$ cat src/rtl/p_arbiter_rr_pkg.sv
// p_arbiter_rr_pkg
// Shared definitions for the round-robin priority arbiter slice.
//   - arbState_e : two-state grant engine encoding (IDLE / GRANT)
//   - N_MIN/N_MAX: legal range for the channel-count parameter
// Imported by p_arbiter_rr and p_encoder_param.
package p_arbiter_rr_pkg;

    // IDLE waits for any request; GRANT presents a grant until ack or withdrawal.
    typedef enum logic {
        S_IDLE  = 1'b0,
        S_GRANT = 1'b1
    } arbState_e;

    localparam int N_MIN = 2;
    localparam int N_MAX = 64;

endpackage

$ cat src/rtl/p_encoder_param.sv
// p_encoder_param
// Parametrised combinational highest-set-bit encoder.
// Ports:
//   vec  in  N      input vector
//   idx  out IDX_W  index of the highest set bit (0 when vec is zero)
//   any  out 1      at least one bit of vec is set
module p_encoder_param
    import p_arbiter_rr_pkg::*;
#(
    parameter int N     = 8,
    parameter int IDX_W = $clog2(N)
)
(
    input  logic [N-1:0]     vec,
    output logic [IDX_W-1:0] idx,
    output logic             any
);

    // Walk upward so that the last set bit seen, i.e. the highest one,
    // is the one left in idx when the loop finishes.
    always_comb begin
        idx = '0;
        any = 1'b0;
        for (int i = 0; i < N; i++) begin
            if (vec[i]) begin
                idx = IDX_W'(i);
                any = 1'b1;
            end
        end
    end

endmodule

$ cat src/rtl/p_arbiter_rr.sv
// p_arbiter_rr
// Registered N-channel priority arbiter with valid/ack handshake.
// Round-robin by default: ptr names the top-priority channel, the search runs
// downward from ptr and wraps, and after each accepted grant ptr moves to the
// channel just below the winner so the winner drops to lowest priority.
// Build option: define P_ARB_FIXED_PRIO_EN for plain fixed priority (highest
// set index always wins, ptr frozen at N-1).
// Ports:
//   clk        in  1      rising-edge clock
//   reset      in  1      asynchronous active-high reset
//   req        in  N      request vector
//   ack        in  1      consumer accepts the presented grant
//   gnt_valid  out 1      grant is being presented
//   gnt_onehot out N      one-hot grant, zero when idle
//   gnt_idx    out IDX_W  binary grant index, zero when idle
//   ptr        out IDX_W  current top-priority channel
module p_arbiter_rr
    import p_arbiter_rr_pkg::*;
#(
    parameter  int N     = 8,
    localparam int IDX_W = $clog2(N)
)
(
    input  logic             clk,
    input  logic             reset,
    input  logic [N-1:0]     req,
    input  logic             ack,
    output logic             gnt_valid,
    output logic [N-1:0]     gnt_onehot,
    output logic [IDX_W-1:0] gnt_idx,
    output logic [IDX_W-1:0] ptr
);

    localparam logic [IDX_W-1:0] TOP_IDX     = IDX_W'(N - 1);
    localparam logic [N-1:0]     ONE_HOT_LSB = N'(1);

    // Refuse to elaborate with a channel count outside the supported range.
    if (N < N_MIN || N > N_MAX) begin : gBadN
        $error("p_arbiter_rr: N must be within 2..64");
    end

    arbState_e        state;
    logic [IDX_W-1:0] ackPtr;
    logic [IDX_W-1:0] arbPtr;
    logic [N-1:0]     maskedReq;
    logic [IDX_W-1:0] maskedIdx;
    logic [IDX_W-1:0] rawIdx;
    logic [IDX_W-1:0] winIdx;
    logic             maskedAny;
    logic             rawAny;
    logic             grantedStillReq;

    // ackPtr is where ptr lands when the current grant is accepted.
`ifdef P_ARB_FIXED_PRIO_EN
    assign ackPtr = TOP_IDX;
`else
    assign ackPtr = (gnt_idx == '0) ? TOP_IDX : gnt_idx - IDX_W'(1);
`endif

    // On an ack cycle the back-to-back grant must already use the updated
    // pointer, so arbitration looks at ackPtr instead of the stored ptr.
    assign arbPtr = (state == S_GRANT && ack) ? ackPtr : ptr;

    // Keep only requests at or below the pointer; if none survive, the
    // search has wrapped and the highest raw request wins instead.
    always_comb begin
        maskedReq = '0;
        for (int i = 0; i < N; i++) begin
            maskedReq[i] = req[i] && (i <= int'(arbPtr));
        end
    end

    p_encoder_param #(.N(N), .IDX_W(IDX_W)) uMaskedEnc (
        .vec (maskedReq),
        .idx (maskedIdx),
        .any (maskedAny)
    );

    p_encoder_param #(.N(N), .IDX_W(IDX_W)) uRawEnc (
        .vec (req),
        .idx (rawIdx),
        .any (rawAny)
    );

    assign winIdx          = maskedAny ? maskedIdx : rawIdx;
    assign grantedStillReq = req[gnt_idx];

    // Grant engine: every output is a register. In GRANT the outputs hold
    // until either ack (advance pointer, possibly grant again at once) or the
    // granted requester withdraws (cancel without touching the pointer).
    always_ff @(posedge clk or posedge reset) begin
        if (reset) begin
            state      <= S_IDLE;
            gnt_valid  <= 1'b0;
            gnt_onehot <= '0;
            gnt_idx    <= '0;
            ptr        <= TOP_IDX;
        end else begin
            case (state)
                S_IDLE: begin
                    if (rawAny) begin
                        state      <= S_GRANT;
                        gnt_valid  <= 1'b1;
                        gnt_onehot <= ONE_HOT_LSB << winIdx;
                        gnt_idx    <= winIdx;
                    end
                end
                S_GRANT: begin
                    if (ack) begin
                        ptr <= ackPtr;
                        if (rawAny) begin
                            gnt_onehot <= ONE_HOT_LSB << winIdx;
                            gnt_idx    <= winIdx;
                        end else begin
                            state      <= S_IDLE;
                            gnt_valid  <= 1'b0;
                            gnt_onehot <= '0;
                            gnt_idx    <= '0;
                        end
                    end else if (!grantedStillReq) begin
                        state      <= S_IDLE;
                        gnt_valid  <= 1'b0;
                        gnt_onehot <= '0;
                        gnt_idx    <= '0;
                    end
                end
            endcase
        end
    end

endmodule

$ cat config.mk
export PLATFORM = sky130hd
export DESIGN_NAME = p_arbiter_rr
export DESIGN_NICKNAME = d
export VERILOG_FILES = /design/src/rtl/p_arbiter_rr_pkg.sv /design/src/rtl/p_encoder_param.sv /design/src/rtl/p_arbiter_rr.sv
export SDC_FILE = /design/constraint.sdc
export NUM_CORES = 1
export LEC_CHECK = 0
export BUFFER_PORTS_ARGS = -buffer_cell sky130_fd_sc_hd__buf_2
export CAP_MARGIN = 10
export CELL_PAD_IN_SITES_DETAIL_PLACEMENT = 0
export CELL_PAD_IN_SITES_GLOBAL_PLACEMENT = 1
export CORE_MARGIN = 5
export CORE_UTILIZATION = 36
export DETAILED_ROUTE_END_ITERATION = 16
export PLACE_DENSITY_LB_ADDON = 0.3
export SLEW_MARGIN = 20
export SYNTH_ARGS = -nofsm -noshare
export SYNTH_HDL_FRONTEND = slang
export SYNTH_SLANG_ARGS = --single-unit
$ cat constraint.sdc
create_clock -name clk -period 2.3 [get_ports clk]
set_input_delay 0.345 -clock clk [delete_from_list [all_inputs] [get_ports clk]]
set_output_delay 0.345 -clock clk [all_outputs]
set_load 0.02 [all_outputs]
==> results of run 1 <==
==> worst register-to-register path, cell delays in order, from the launching register on <==
cell      delay, ps
dfrtp_2         410
inv_6            50
ha_4            150
or3_4           390
a31o_4          270
o211ai_2        100
nand2_2         160
or4_4           560
o21ai_2         140
==> what timing repair did <==
item / in CTS / in global routing
setup endpoints to repair: 8 / 9
hold buffers: 0 / 0
setup buffers: 4 / 2
gates resized for setup: 3 / 9
pin swaps: 4 / 4
==> how the worst max path moves through the flow <==
| stage | startpoint | end | slack [ps] | cells past startpoint |
|---|---|---|---|---|
| floorplan | gnt_idx[0] | gnt_onehot[2] | -20 | 9 |
| global placement | gnt_idx[1] | gnt_onehot[4] | 10 | 8 |
| detailed placement | gnt_idx[1] | gnt_onehot[4] | -50 | 8 |
| CTS | gnt_idx[0] | gnt_onehot[2] | 10 | 8 |
| global route | gnt_idx[0] | gnt_onehot[0] | -100 | 8 |
| finish | gnt_idx[0] | gnt_onehot[2] | 3 | 8 |
==> area by class of cell <==
class | count | area share, %
clock buffer | 4 | 2.23
inverter | 11 | 3.15
multi-input combinational | 88 | 49.4
timing repair buffer | 41 | 16.8
sequential | 16 | 25.0
tap | 44 | 3.38
==> where the power goes <==
part | leakage (nW) | total, mW | internal, mW | switching (mW)
Clock | 0.0210 | 0.195 | 0.0965 | 0.0987
Combinational | 0.491 | 1.66 | 0.775 | 0.889
Sequential | 0.195 | 0.509 | 0.418 | 0.0916
Total | 0.707 | 2.37 | 1.29 | 1.08
==> cell usage after synthesis, drive strengths merged (3+ instances only) <==
cell    count
o21a        4
a32o        3
o31ai       3
buf         4
nor4        3
a21oi       4
a311oi      3
nor2        8
o21ai      10
dfrtp      13
dfstp       3
inv        10
nand2      10
==> layer usage <==
| layer | track usage (%) | share of wire [%] | up-vias |
|---|---|---|---|
| met5 | 0 | 0 | - |
| met4 | 5.32 | 0.59 | 0 |
| met3 | 2.87 | 6.1 | 2 |
| met2 | 26.1 | 51 | 37 |
| met1 | 20.0 | 43 | 545 |
| li1 | - | - | 540 |
==> cell families (layout without fill, tap and decap cells) <==
logic type | Yosys count | after routing | synth area share, %
AO/OA/AOI/OAI | 45 | 45 | 32.9
AND/OR/NAND/NOR | 37 | 37 | 18.3
flip-flops | 16 | 16 | 34.4
buffers and inverters | 16 | 56 | 6.71
multiplexers | 4 | 4 | 5.54
adder cells (fa/ha/maj) | 2 | 2 | 2.13
==> per-stage QoR <==
step,TNS (ps),utilization (%),std cells,cell area (sq um)
2_1_floorplan,-37.4,-,120,1240
3_3_place_gp,0,47.9,196,1490
3_5_place_dp,-76.6,47.9,196,1490
4_1_cts,0,51.0,204,1580
5_1_grt,-472,52.5,204,1630
6_report,0,52.5,204,1630
==> registers in the layout, summed over array words and instances, names as in the netlist <==
register,flops
gnt_idx,3
ptr,3
gnt_onehot,8
state,1
gnt_valid,1
==> run metrics, run 1 <==
status completed; Worst Setup End Kind flop; n_diodes 0; crit-path max cell delay 560 ps; initial drt markers 78; Worst Reg-to-Reg Cells 8; CP Cell Sequence inv_6, ha_4, or3_4, a31o_4, o211ai_2, nand2_2, or4_4, o21ai_2; Post-Synthesis Mean Instance Area 9.79 sq um; Ys Warns 0; Synth Cell Area 1170 sq um; ANT nets after route 0; Setup WS post-layout 2.79 ps; later-pin clock latency in the skew report 290 ps; fin crit share 99.9%; startpoint types flop; Primary FF master, synth dfrtp_1; I/O Pins 26; synth top area cells dfrtp_1 28%, dfstp_2 6.7%, mux4_2 3.8%; ys async rst share 100%; CP bufs+invs 1; flops & latches, synth 16; Final Critical Period 2300 ps; first drt pass iteration count 4; total number of H-tree levels 1; commonest cells after routing, fill and taps aside 25 x buf_2, 13 x buf_4, 11 x dfrtp_1; pin count of the biggest net entering global routing 17; Final Net Count 174; WL final 3190 microns; Vias 1124; Worst VDD drop 0.671 mV; Power Dens Cells 1460 nW/um^2; max cap viols 0; final hold slack 107 ps; Worst-Margin Slew 626 ps; f_max 435 MHz; critical path's slowest cell or4_4; reg-to-reg slack, setup 3 ps; CTS Sinks 16; die height 67.1 microns; setup violators final 0; Post-synth EDFFs 0; CTS root buffer clkbuf_4; RR Startpoint gnt_idx[0]; Mapped Nets 133; HPWL Detailed 2420 microns; LEAKAGE 0.707 nW; first-pass GRT wire length 5310 microns; Yosys cell types 56; CTS tree built; sequential cell area fraction in the yosys report 34.4%; most common cell after layout, fill and taps aside buf_2; Worst EP required 2530 ps; worst r2r dst gnt_onehot[2]; CP Max Fanout 7; Worst-path clk slew 110 ps; Vias/cell 5.51; multi-input logic area 805 sq um; Setup WS pre-CTS -47.4 ps; drt drc 0; grt ovf 0; die area 4510 sq um; Power Total 2.37 mW; critical path class flop to flop; Gate Count Post-Synth 120; Hold WC Path Type input pin to async pin; filler instances 297; core area 3100 sq um; Core Rows 20; leading area contributor after synthesis dfrtp_1; Layout area overhead 38.6%; initial antenna violation count 0; share of layout cells above drive strength 1 51.2%; CP delay by family, top simple AND/OR/NAND/NOR gates; Reg area 407 sq um; IO Port Bufs 25; Worst Skew 5.40 ps; Starting Density 37.9%; slew margin rel. 58.2%; cts bufs inserted 3; Tot GR Track Use 15.6%; global placement routability congestion 0.780; RSZ-0062 raised after global routing true; Hold Violations, Final 0; Crit path arrival time 2530 ps; Final Slew Violations 0; CTS Buffer Depth 2; die width 67.1 microns; top-area cell type share of the netlist area 27.7%; WL per Instance 15.7 microns; vias in the first global route 1106
(Power assumes the default switching activity.)
==> inputs of run 2 (changes only) <==
--- a/config.mk
+++ b/config.mk
@@ -11,6 +11,7 @@
 export CELL_PAD_IN_SITES_GLOBAL_PLACEMENT = 1
 export CORE_MARGIN = 5
 export CORE_UTILIZATION = 36
+export CTS_BUF_LIST = sky130_fd_sc_hd__clkbuf_8 sky130_fd_sc_hd__clkbuf_16
 export DETAILED_ROUTE_END_ITERATION = 16
 export PLACE_DENSITY_LB_ADDON = 0.3
 export SLEW_MARGIN = 20
==> run 2 against run 1 <==
Total power grew 0.65%. Register-to-register slack better by 30 ps. Non-clock buffer count fell by 1. First-iteration DRC count is 17% higher.
==> run metrics, run 2 (same netlist as run 1, synthesis figures left out) <==
critical path's slowest cell dfrtp_2 (was or4_4); most common cell after layout, fill and taps aside buf_2 (unchanged); Final Critical Period 2260 ps (was 2300 ps); Worst EP required 2440 ps (was 2530 ps); CP Max Fanout 9 (was 7); RR Startpoint gnt_idx[0] (unchanged); initial drt markers 91 (was 78); f_max 442 MHz (was 435 MHz); cts bufs inserted 3 (unchanged); commonest cells after routing, fill and taps aside 25 x buf_2, 12 x buf_4, 11 x dfrtp_1 (was 25 x buf_2, 13 x buf_4, 11 x dfrtp_1); LEAKAGE 0.705 nW (was 0.707 nW); Final Slew Violations 0 (unchanged); dpl cells 196 (unchanged); total number of H-tree levels 1 (unchanged); global placement routability congestion 0.780 (unchanged); Worst VDD drop 0.693 mV (was 0.671 mV); max cap viols 0 (unchanged); Worst-path clk slew 70 ps (was 110 ps); Power Dens Cells 1470 nW/um^2 (was 1460 nW/um^2); number of flip-flops in the largest register 8 (unchanged); slew margin rel. 57.1% (was 58.2%); grt ovf 0 (unchanged); first drt pass iteration count 4 (unchanged); Flop pwr share 21.3% (was 21.5%); share of layout cells above drive strength 1 48.4% (was 51.2%); Vias 1123 (was 1124); Switch Pwr 1.06 mW (was 1.08 mW); Worst Setup End Kind flop (unchanged); crit-path max cell delay 400 ps (was 560 ps); die height 67.1 microns (unchanged); fin crit share 98.4% (was 99.9%); I/O Pins 26 (unchanged); Crit path arrival time 2400 ps (was 2530 ps); CTS tree built (unchanged); Worst Skew 2.62 ps (was 5.40 ps); Hold WC Path Type input pin to async pin (unchanged); Largest regs gnt_onehot x8, gnt_idx x3, ptr x3 (unchanged); WL final 3100 microns (was 3190 microns); Worst Reg-to-Reg Cells 9 (was 8); critical path class flop to flop (unchanged); Power Total 2.38 mW (was 2.37 mW); pin count of the biggest net entering global routing 17 (unchanged); startpoint types flop (unchanged); final hold slack 169 ps (was 107 ps); RSZ-0062 raised after global routing true (unchanged); Tot GR Track Use 15.4% (was 15.6%); Comb power frac 68.0% (was 70.3%); Setup WS pre-CTS -47.4 ps (unchanged); placed instance area 1490 sq um (unchanged); Most flops, register gnt_onehot (unchanged); vias in the first global route 1092 (was 1106); CTS root buffer clkbuf_8 (was clkbuf_4); reg-to-reg slack, setup 40 ps (was 3 ps); IO Port Bufs 25 (unchanged); final cell count without fillers 203 (was 204); CP Cell Sequence inv_6, ha_4, or3_4, a31o_4, a31oi_1, a2bb2oi_2, o32ai_4, buf_12, a32o_1 (was inv_6, ha_4, or3_4, a31o_4, o211ai_2, nand2_2, or4_4, o21ai_2); n_diodes 0 (unchanged); Core Rows 20 (unchanged); Worst-Margin Slew 643 ps (was 626 ps); Final Net Count 173 (was 174); switching share of total power 44.4% (was 45.6%); core area 3100 sq um (unchanged); worst r2r dst gnt_onehot[1] (was gnt_onehot[2]); drt drc 0 (unchanged); status completed (unchanged); setup violators final 0 (unchanged); Internal 1.32 mW (was 1.29 mW); HPWL Detailed 2420 microns (unchanged); die width 67.1 microns (unchanged); Starting Density 37.9% (unchanged); ANT nets after route 0 (unchanged); Setup WS post-layout 37.2 ps (was 2.79 ps); Layout area overhead 38.3% (was 38.6%); CTS Buffer Depth 2 (unchanged); initial antenna violation count 0 (unchanged); CTS Sinks 16 (unchanged); Layout Utilization 52.4% (was 52.5%); WL per Instance 15.3 microns (was 15.7 microns); Finished Cell Area 1630 sq um (about the same); Hold Violations, Final 0 (unchanged); Vias/cell 5.53 (was 5.51); clock network power share 10.7% (was 8.2%); later-pin clock latency in the skew report 250 ps (was 290 ps); first-pass GRT wire length 5250 microns (was 5310 microns); die area 4510 sq um (unchanged); Total Neg Setup Slack 0 ps (unchanged)
## run 2: cell count changes in the layout (fill, tap and decap cells not counted), sizes merged
cell | previous run | this run
buf | 41 | 40
## run 2: how the worst max path moves through the flow
stage                     from             to  slack (ps)  depth (start not counted)
floorplan           gnt_idx[0]  gnt_onehot[2]         -20                          9
global placement    gnt_idx[1]  gnt_onehot[4]          10                          8
detailed placement  gnt_idx[1]  gnt_onehot[4]         -50                          8
CTS                 gnt_idx[1]  gnt_onehot[2]           3                          8
global route        gnt_idx[0]  gnt_onehot[1]         -60                          9
finish              gnt_idx[0]  gnt_onehot[1]          40                          9
## run 2: area by class of cell
| cell class | instances | area, sq um |
|---|---|---|
| Tap cell | 44 | 55.1 |
| Multi-Input combinational cell | 88 | 791 |
| Timing Repair Buffer | 40 | 267 |
| Inverter | 11 | 51.3 |
| Clock buffer | 4 | 55.1 |
| Sequential cell | 16 | 407 |
| Fill cell | 298 | 1480 |
## run 2: power groups by stage
stage,Sequential [mW],Clock [mW],Combinational (mW)
after global placement,0.506,0,1.44
after CTS,0.508,0.263,1.55
final,0.509,0.254,1.62
after floorplan,0.633,0,0.930
after global routing,0.527,0.280,1.75
after detailed placement,0.512,0,1.44
## run 2: per-layer routing
layer	routed length, microns	global-route usage (%)
met1	1320	20.1
met2	1500	24.8
met3	212	3.37
met4	68	5.82
met5	0	0
## run 2: critical path: cells and delay by family, from the launching register on
kind	cells	cell delay, ps
fa+ha+maj	1	150
compound gates	5	1020
buf+inv	2	200
flops	1	400
simple gates	1	390
## run 2: repair_timing
action / in CTS / in global routing
cloned: 0 / 0
hold endpoints to repair: 0 / 0
endpoints found under the setup margin: 5 / 9
pin swaps: 3 / 2
hold buffers: 0 / 0
gates resized for setup: 2 / 8
setup buffers: 2 / 3
